===== src/rtl/dport_hart_responder.sv =====
// Per-hart debug-port responder: serves one register-access request at a time,
// routing CSR accesses to the CSR unit and GPR/FPR accesses to the regfile debug port.
module dport_hart_responder #(
    parameter int unsigned XLEN    = 64,
    parameter int unsigned FPU_ENA = 1,
    parameter int unsigned TIMEOUT = 255
) (
    input  logic            i_clk,
    input  logic            i_nrst,
    input  logic            i_req_valid,
    output logic            o_req_ready,
    input  logic            i_req_write,
    input  logic [15:0]     i_req_addr,
    input  logic [XLEN-1:0] i_req_wdata,
    output logic            o_resp_valid,
    input  logic            i_resp_ready,
    output logic [XLEN-1:0] o_resp_rdata,
    output logic            o_resp_error,
    output logic            o_csr_req_valid,
    input  logic            i_csr_req_ready,
    output logic            o_csr_req_write,
    output logic [11:0]     o_csr_req_addr,
    output logic [XLEN-1:0] o_csr_req_data,
    input  logic            i_csr_resp_valid,
    output logic            o_csr_resp_ready,
    input  logic [XLEN-1:0] i_csr_resp_data,
    input  logic            i_csr_resp_exception,
    output logic [5:0]      o_ireg_addr,
    output logic            o_ireg_write,
    output logic [XLEN-1:0] o_ireg_wdata,
    input  logic [XLEN-1:0] i_ireg_rdata
);

    localparam int unsigned AW   = 16;
    localparam int unsigned CNTW = 8;
    localparam logic [CNTW-1:0] CNT_MAX = CNTW'(TIMEOUT);
    localparam logic [AW-1:0]   X0_ADDR = 16'h1000;

    typedef enum logic [2:0] {
        IDLE,
        CSR_REQ,
        CSR_RESP,
        REG,
        RESP
    } state_t;

    state_t            state_q, state_d;
    logic [AW-1:0]     addr_q, addr_d;
    logic              write_q, write_d;
    logic [XLEN-1:0]   wdata_q, wdata_d;
    logic [XLEN-1:0]   rdata_q, rdata_d;
    logic              error_q, error_d;
    logic [CNTW-1:0]   cnt_q, cnt_d;

    logic is_csr;
    logic is_gpr;
    logic is_fpr;

    // Address window decode of the incoming request
    always_comb begin
        is_csr = (i_req_addr[15:12] == 4'h0);
        is_gpr = (i_req_addr[15:5] == 11'h080);
        is_fpr = (FPU_ENA != 0) && (i_req_addr[15:5] == 11'h081);
    end

    // State and captured-request registers
    always_ff @(posedge i_clk or negedge i_nrst) begin
        if (!i_nrst) begin
            state_q <= IDLE;
            addr_q  <= '0;
            write_q <= 1'b0;
            wdata_q <= '0;
            rdata_q <= '0;
            error_q <= 1'b0;
            cnt_q   <= '0;
        end else begin
            state_q <= state_d;
            addr_q  <= addr_d;
            write_q <= write_d;
            wdata_q <= wdata_d;
            rdata_q <= rdata_d;
            error_q <= error_d;
            cnt_q   <= cnt_d;
        end
    end

    // Next-state and state-owned outputs; every output is zero outside its owning state
    always_comb begin
        state_d          = state_q;
        addr_d           = addr_q;
        write_d          = write_q;
        wdata_d          = wdata_q;
        rdata_d          = rdata_q;
        error_d          = error_q;
        cnt_d            = cnt_q;
        o_req_ready      = 1'b0;
        o_resp_valid     = 1'b0;
        o_resp_rdata     = '0;
        o_resp_error     = 1'b0;
        o_csr_req_valid  = 1'b0;
        o_csr_req_write  = 1'b0;
        o_csr_req_addr   = '0;
        o_csr_req_data   = '0;
        o_csr_resp_ready = 1'b1;
        o_ireg_addr      = '0;
        o_ireg_write     = 1'b0;
        o_ireg_wdata     = '0;

        case (state_q)
            IDLE: begin
                o_req_ready = 1'b1;
                if (i_req_valid) begin
                    write_d = i_req_write;
                    addr_d  = i_req_addr;
                    wdata_d = i_req_wdata;
                    rdata_d = '0;
                    error_d = 1'b0;
                    cnt_d   = '0;
                    if (is_csr) begin
                        state_d = CSR_REQ;
                    end else if (is_gpr || is_fpr) begin
                        state_d = REG;
                    end else begin
                        error_d = 1'b1;
                        state_d = RESP;
                    end
                end
            end
            CSR_REQ: begin
                cnt_d = cnt_q + 8'd1;
                if (cnt_q == CNT_MAX) begin
                    // Request withdrawn so a stuck CSR unit cannot hang the debugger
                    error_d = 1'b1;
                    rdata_d = '0;
                    state_d = RESP;
                end else begin
                    o_csr_req_valid = 1'b1;
                    o_csr_req_write = write_q;
                    o_csr_req_addr  = addr_q[11:0];
                    o_csr_req_data  = wdata_q;
                    if (i_csr_req_ready) begin
                        state_d = CSR_RESP;
                    end
                end
            end
            CSR_RESP: begin
                cnt_d = cnt_q + 8'd1;
                if (i_csr_resp_valid) begin
                    rdata_d = (write_q || i_csr_resp_exception) ? '0 : i_csr_resp_data;
                    error_d = i_csr_resp_exception;
                    state_d = RESP;
                end else if (cnt_q == CNT_MAX) begin
                    error_d = 1'b1;
                    rdata_d = '0;
                    state_d = RESP;
                end
            end
            REG: begin
                o_ireg_addr  = addr_q[5:0];
                o_ireg_write = write_q && (addr_q != X0_ADDR);
                o_ireg_wdata = wdata_q;
                if (!write_q) begin
                    rdata_d = i_ireg_rdata;
                end
                state_d = RESP;
            end
            RESP: begin
                o_resp_valid = 1'b1;
                o_resp_rdata = rdata_q;
                o_resp_error = error_q;
                if (i_resp_ready) begin
                    state_d = IDLE;
                end
            end
            default: begin
                state_d = IDLE;
            end
        endcase
    end

endmodule


===== config.mk =====
export PLATFORM = sky130hd
export DESIGN_NAME = dport_hart_responder
export DESIGN_NICKNAME = d
export VERILOG_FILES = /design/src/rtl/dport_hart_responder.sv
export SDC_FILE = /design/constraint.sdc
export NUM_CORES = 1
export LEC_CHECK = 0
export BUFFER_PORTS_ARGS = -buffer_cell sky130_fd_sc_hd__clkbuf_2
export CORE_AREA = 4 4 164 166
export CTS_BUF_LIST = sky130_fd_sc_hd__clkbuf_2
export DETAILED_ROUTE_END_ITERATION = 8
export DIE_AREA = 0 0 168 170
export GPL_TIMING_DRIVEN = 0
export PLACE_DENSITY_LB_ADDON = 0.12
export SYNTH_ARGS = -nofsm -noshare
export SYNTH_HDL_FRONTEND = slang
export SYNTH_SLANG_ARGS = --single-unit

===== constraint.sdc =====
create_clock -name i_clk -period 2.2 [get_ports i_clk]
set_input_delay 0.22 -clock i_clk [delete_from_list [all_inputs] [get_ports i_clk]]
set_output_delay 0.22 -clock i_clk [all_outputs]
set_load 0.02 [all_outputs]

; ---- Word level (Yosys, flattened, before mapping)
; Cells that the tools add are included.
[totals]
ram_bits = 0
in_bits = 216
ff_bits = 157
mem_count = 0
wordCells = 73
latchBits = 0
rom_bits = 0
[op_classes]
n_addsub = 1
n_eq_ne = 13
order_cmp = 0
multipliers = 0
shifts = 0
n_mux = 38
n_bitwise = 0
reduce_logical = 14
div_mod_pow = 0
[ops]
columns = operator, n
row1 = $mux W64, 9
row2 = $pmux W64 S4, 1
row3 = $mux W12, 2
row4 = $mux W3, 8
row5 = $eq A11 B8 Y1 const B, 2
row6 = $ne A16 B13 Y1 const B, 1
row7 = $pmux W8 S2, 1
row8 = $pmux W3 S5, 1
row9 = $mux W1, 13
row10 = $add A8 B1 Y8 const B, 1
row11 = $eq A8 B8 Y1 const B, 1
row12 = $mux W8, 1
row13 = $eq A3 B2 Y1 const B, 2
row14 = $mux W6, 1
row15 = $ne A2 B2 Y1 const B, 3
row16 = $ne A3 B3 Y1 const B, 2
row17 = $reduce_and A2 Y1, 3
row18 = $logic_not A4 Y1, 1
row19 = $reduce_and A4 Y1, 1
row20 = $reduce_bool A4 Y1, 1
row21 = $eq A3 B1 Y1 const B, 1
row22 = $eq A3 B3 Y1 const B, 1
row23 = $logic_not A3 Y1, 1
row24 = $pmux W1 S3, 1
row25 = other kinds (6), 7

; ---- Longest topological paths before layout
[depth]
ltp_word = 6
mapped_depth = 7
ltp_nobuf = 5

; ---- Least setup slack after synthesis
; No wires, ideal clock.
[synth_path]
kind = reg2reg
startpoint = register state_q[1]
endpoint = register addr_q[0]
path_stages_with_launch = 7
required_time_ns = 2.075
path_slack_ns = 0.107
period_less_slack_ns = 2.093
t_arrival_ns = 1.968
path_buffers = 3
cell_sequence = dfrtp_1 buf_2 nor3_1 and2_1 buf_4 buf_6 mux2_2
[synth_between]
elab_chain_cells = 2
[synth_rtl]
columns = item, line
row1 = "start, declared", 47  ; state_t state_q, state_d;
row2 = "start signal, assigned", 77  ; state_q <= state_d;
row3 = $logic_not A3 Y1, 109  ; case (state_q)
row4 = $reduce_and A2 Y1 (no source line), -
row5 = "end signal, assigned", 78  ; addr_q <= addr_d;
row6 = "end, declared", 48  ; logic [AW-1:0] addr_q, addr_d;
; No other way between the ends.
; A chain may end at the register's enable or synchronous reset.

; ---- Worst setup path after layout
[layout_path]
startpoint = register state_q[2]
endpoint = output o_csr_req_data[40]
[layout_between]
elab_chain_cells = 2
[layout_rtl]
columns = item, line
row1 = $eq A3 B1 Y1, 109
row2 = $mux W64, 109
row3 = "end, declared", 23  ; output logic [XLEN-1:0] o_csr_req_data,
; No other way between the ends.

==> results.tsv <==
stage	metric	value	unit
run_status	status	finished with violations	
run_status	failing checks	setup timing	
die	die height	170	microns
worst_setup_path	critical-path maximum fanout	10	
global_routing	GRT met1 Usage	28.4	%
cells_and_area	most common cell after layout, fill and taps aside	clkbuf_2	
drt	vias	9365	
power	Peak VDD IR	0.000350	V
placed_design	Buffers on Ports	431	
yosys	asr flop ratio synth	100	%
timing	clk_skew	0.0511	ns
drt	DRT Pass-1 Iters	5	
worst_setup_path	crit start category	register	
global_routing	M2 GR Usage	43.3	%
worst_setup_path	critical path capture point type	primary output	
worst_hold_path	Worst Hold Path Cells	3	
yosys	number of synthesized flops with an enable pin	0	
yosys	synth top area cells	dfrtp_1, mux2_2, and3_1	
drt	Post-DRT Antenna Nets	0	
worst_setup_path	CP max stage delay	0.47	ns
clock_tree	clk slew on worst S/H paths	0.31	ns
global_routing	total track usage	24.3	%
yosys	Post-Syn Area	0.00830	sq mm
global_routing	first-pass GRT wire length	55300	microns
timing	period utilization	117	%
timing	FMAX	0.388	GHz
cells_and_area	most frequent cells in the layout	clkbuf_2, dlygate4sd3_1, dfrtp_1	
worst_setup_path	worst r2r path cells	5	
global_routing	GRT Max-Usage Layer	met2	
timing	max-slew violation count	0	
drt	DRT iter0 DRCs	418	
timing	final worst slack	-0.375	ns
clock_tree	H-tree lvl count	4	
job	max-capacitance violation count	0	
global_routing	initial antenna violation count	1	
cells_and_area	share of post-route cells with drive strength above 1	58.7	%
clock_tree	worst-skew pair later-pin latency	0.74	ns
die	core area	0.0256	sq mm
cells_and_area	Area Overhead vs Synth	107	%
cells_and_area	nets	1705	
cells_and_area	Final Cell Area	0.0171	sq mm
timing	final-report setup violation count	216	
drt	DR WL/cell	21.5	microns
clock_tree	TritonCTS buffer count	17	
die	initial core utilization	32.4	%
clock_tree	clk sink count	157	
worst_setup_path	slowest CP cell	dfrtp_1	
yosys	Synth Warn #	0	
die	I/O pins	433	
worst_setup_path	WP data arrival	2.36	ns
power	total design power	7.87	mW
yosys	Netlist cell types	46	
timing	Slew HR	59.0	%
yosys	Syn Area/Cell	11.0	sq um
power	leakage power	7.82	nW
placed_design	Placed Instance Area	0.0109	sq mm
drt	vias per cell	5.10	
worst_setup_path	Levels on crit path	7	
worst_setup_path	Worst Path Required	1.98	ns
timing	Tmin final	2.58	ns
yosys	Synth area leader	dfrtp_1	
clock_tree	CTS tree	built	
yosys	sequential share of the synthesized area	47.3	%
yosys	Top FF cell, synth	dfrtp_1	
worst_setup_path	CP bufs+invs	4	
yosys	share of the synthesized area in the top cell type	47.3	%
placed_design	GPL Wtd Cong	0.859	
global_routing	M3 GR Usage	7.83	%
worst_hold_path	worst min path class	in2reg	
die	row cnt	59	
yosys	Mapped Cells	757	
worst_setup_path	reg2reg setup slack	-0.17	ns
clock_tree	largest buffer count on any clock path	2	
timing	Hold Fails Final Rpt	0	
worst_setup_path	Largest delay share family, worst path	buffers and inverters	
timing	slew at the pin closest to its max-slew limit	0.612	ns
timing	RSZ-0062 raised after global routing	true	
worst_setup_path	worst-path cell chain	buf_4 > nor3b_4 > buf_6 > o21a_4 > buf_8 > and2_1 > clkbuf_8	
drt	drt drc	0	
die	Die X	168	microns
global_routing	largest net degree at the start of global routing	84	
global_routing	grt ovf	0	
worst_setup_path	Crit Path Class	reg2out	
die	DIE AREA	0.0286	sq mm
yosys	Seq cells post-synth	157	
yosys	Post-Syn Nets	974	
power	P per Cell Area	459	mW/mm^2
drt	routed wire length	39500	microns
placed_design	DP HPWL	24400	microns
global_routing	via count of the first global-routing pass	9859	
clock_tree	CTS Root Cell	clkbuf_2	
-- worst paths after layout --
path / from / end
worst max-delay path: state_q[2] / o_csr_req_data[40]
min in group asynchronous: i_nrst / rdata_q[1]
worst max register to register: cnt_q[2] / state_q[1]
max in group asynchronous: i_nrst / rdata_q[46]
worst min register to register: rdata_q[16] / rdata_q[16]
worst min-delay path: i_req_wdata[43] / wdata_q[43]
-- worst min-delay path: stages --
cell and delay (ns):
dlygate4sd3_1 0.52, clkbuf_2 0.09, mux2_2 0.12
-- power breakdown --
part / switching, mW / internal, mW
Combinational: 0.941 / 1.34
Sequential: 0.467 / 3.38
Clock: 1.26 / 0.476
-- area by class of cell --
type,instances,area [sq um]
Clock buffer,17,85.1
Multi-Input combinational cell,520,4760
Sequential cell,157,3930
Tap cell,335,419
Fill cell,1859,8470
Timing Repair Buffer,711,6900
Inverter,4,18.8
Buffer,77,876
Clock inverter,15,164
Antenna cell,2,5.00
-- synthesized netlist by cell type (2+ instances only) --
cell         n
a211oi_1     2
a21o_1       2
a21oi_1      4
a22o_1       3
a22oi_1     64
and2_1      80
and3_1     138
buf_1        2
buf_2        9
buf_4        3
buf_6       13
clkbuf_1    51
dfrtp_1    157
inv_1        4
mux2_2      82
nand2_1     10
nand3_1      6
nand4_1      2
nor2_1      12
nor3_1       5
nor3b_1      3
nor4_1       6
o211ai_1     2
o21a_1       3
o21ai_0      8
o22ai_1      2
o2bb2ai_1   53
o2bb2ai_2   11
o31ai_1      2
or3_1        2
-- timing repair --
| action | 4_1_cts | 5_1_grt |
|---|---|---|
| setup endpoints to repair | 259 | 331 |
| gates resized for setup | 421 | 583 |
| hold endpoints to repair | 287 | 3 |
| setup buffers | 19 | 19 |
| cloned | 7 | 19 |
| hold buffers | 217 | 1 |
| pin swaps | 6 | 35 |
-- through the flow --
stage / worst slack [ns] / instances / hold WS [ns] / setup TNS (ns) / util (%)
2_1_floorplan: 0.107 / 757 / -0.0756 / 0 / -
3_3_place_gp: -2.17 / 1523 / 0.452 / -345.09 / 42.5
3_5_place_dp: -0.318 / 1524 / 0.298 / -7.35 / 42.6
4_1_cts: -0.443 / 1799 / 0.0122 / -67.44 / 60.0
5_1_grt: -0.576 / 1837 / 0.0964 / -91.77 / 66.9
6_report: -0.375 / 1838 / 0.202 / -50.23 / 66.9
-- metal layers --
metal | vias up | routed length, microns
met5 | - | 0
met4 | 0 | 1020
met3 | 65 | 2940
met2 | 379 | 20500
met1 | 4627 | 15000
li1 | 4294 | -
-- cells by family (layout without fill, tap and decap cells) --
group	after synthesis	in the layout	share of synthesized area (%)
multiplexers	82	82	11.1
buffers and inverters	83	824	5.34
adder cells (fa/ha/maj)	1	1	0.151
AO/OA/AOI/OAI	160	163	16.0
other	1	3	0.0452
AND/OR/NAND/NOR	272	272	19.9
XOR/XNOR	1	1	0.106
flip-flops	157	157	47.3
-- state kept, by name (all words and copies together) (netlist names) --
name	flops
addr_q	16
state_q	3
rdata_q	64
cnt_q	8
error_q	1
wdata_q	64
write_q	1
No activity file was read; power rests on OpenSTA's default activity.
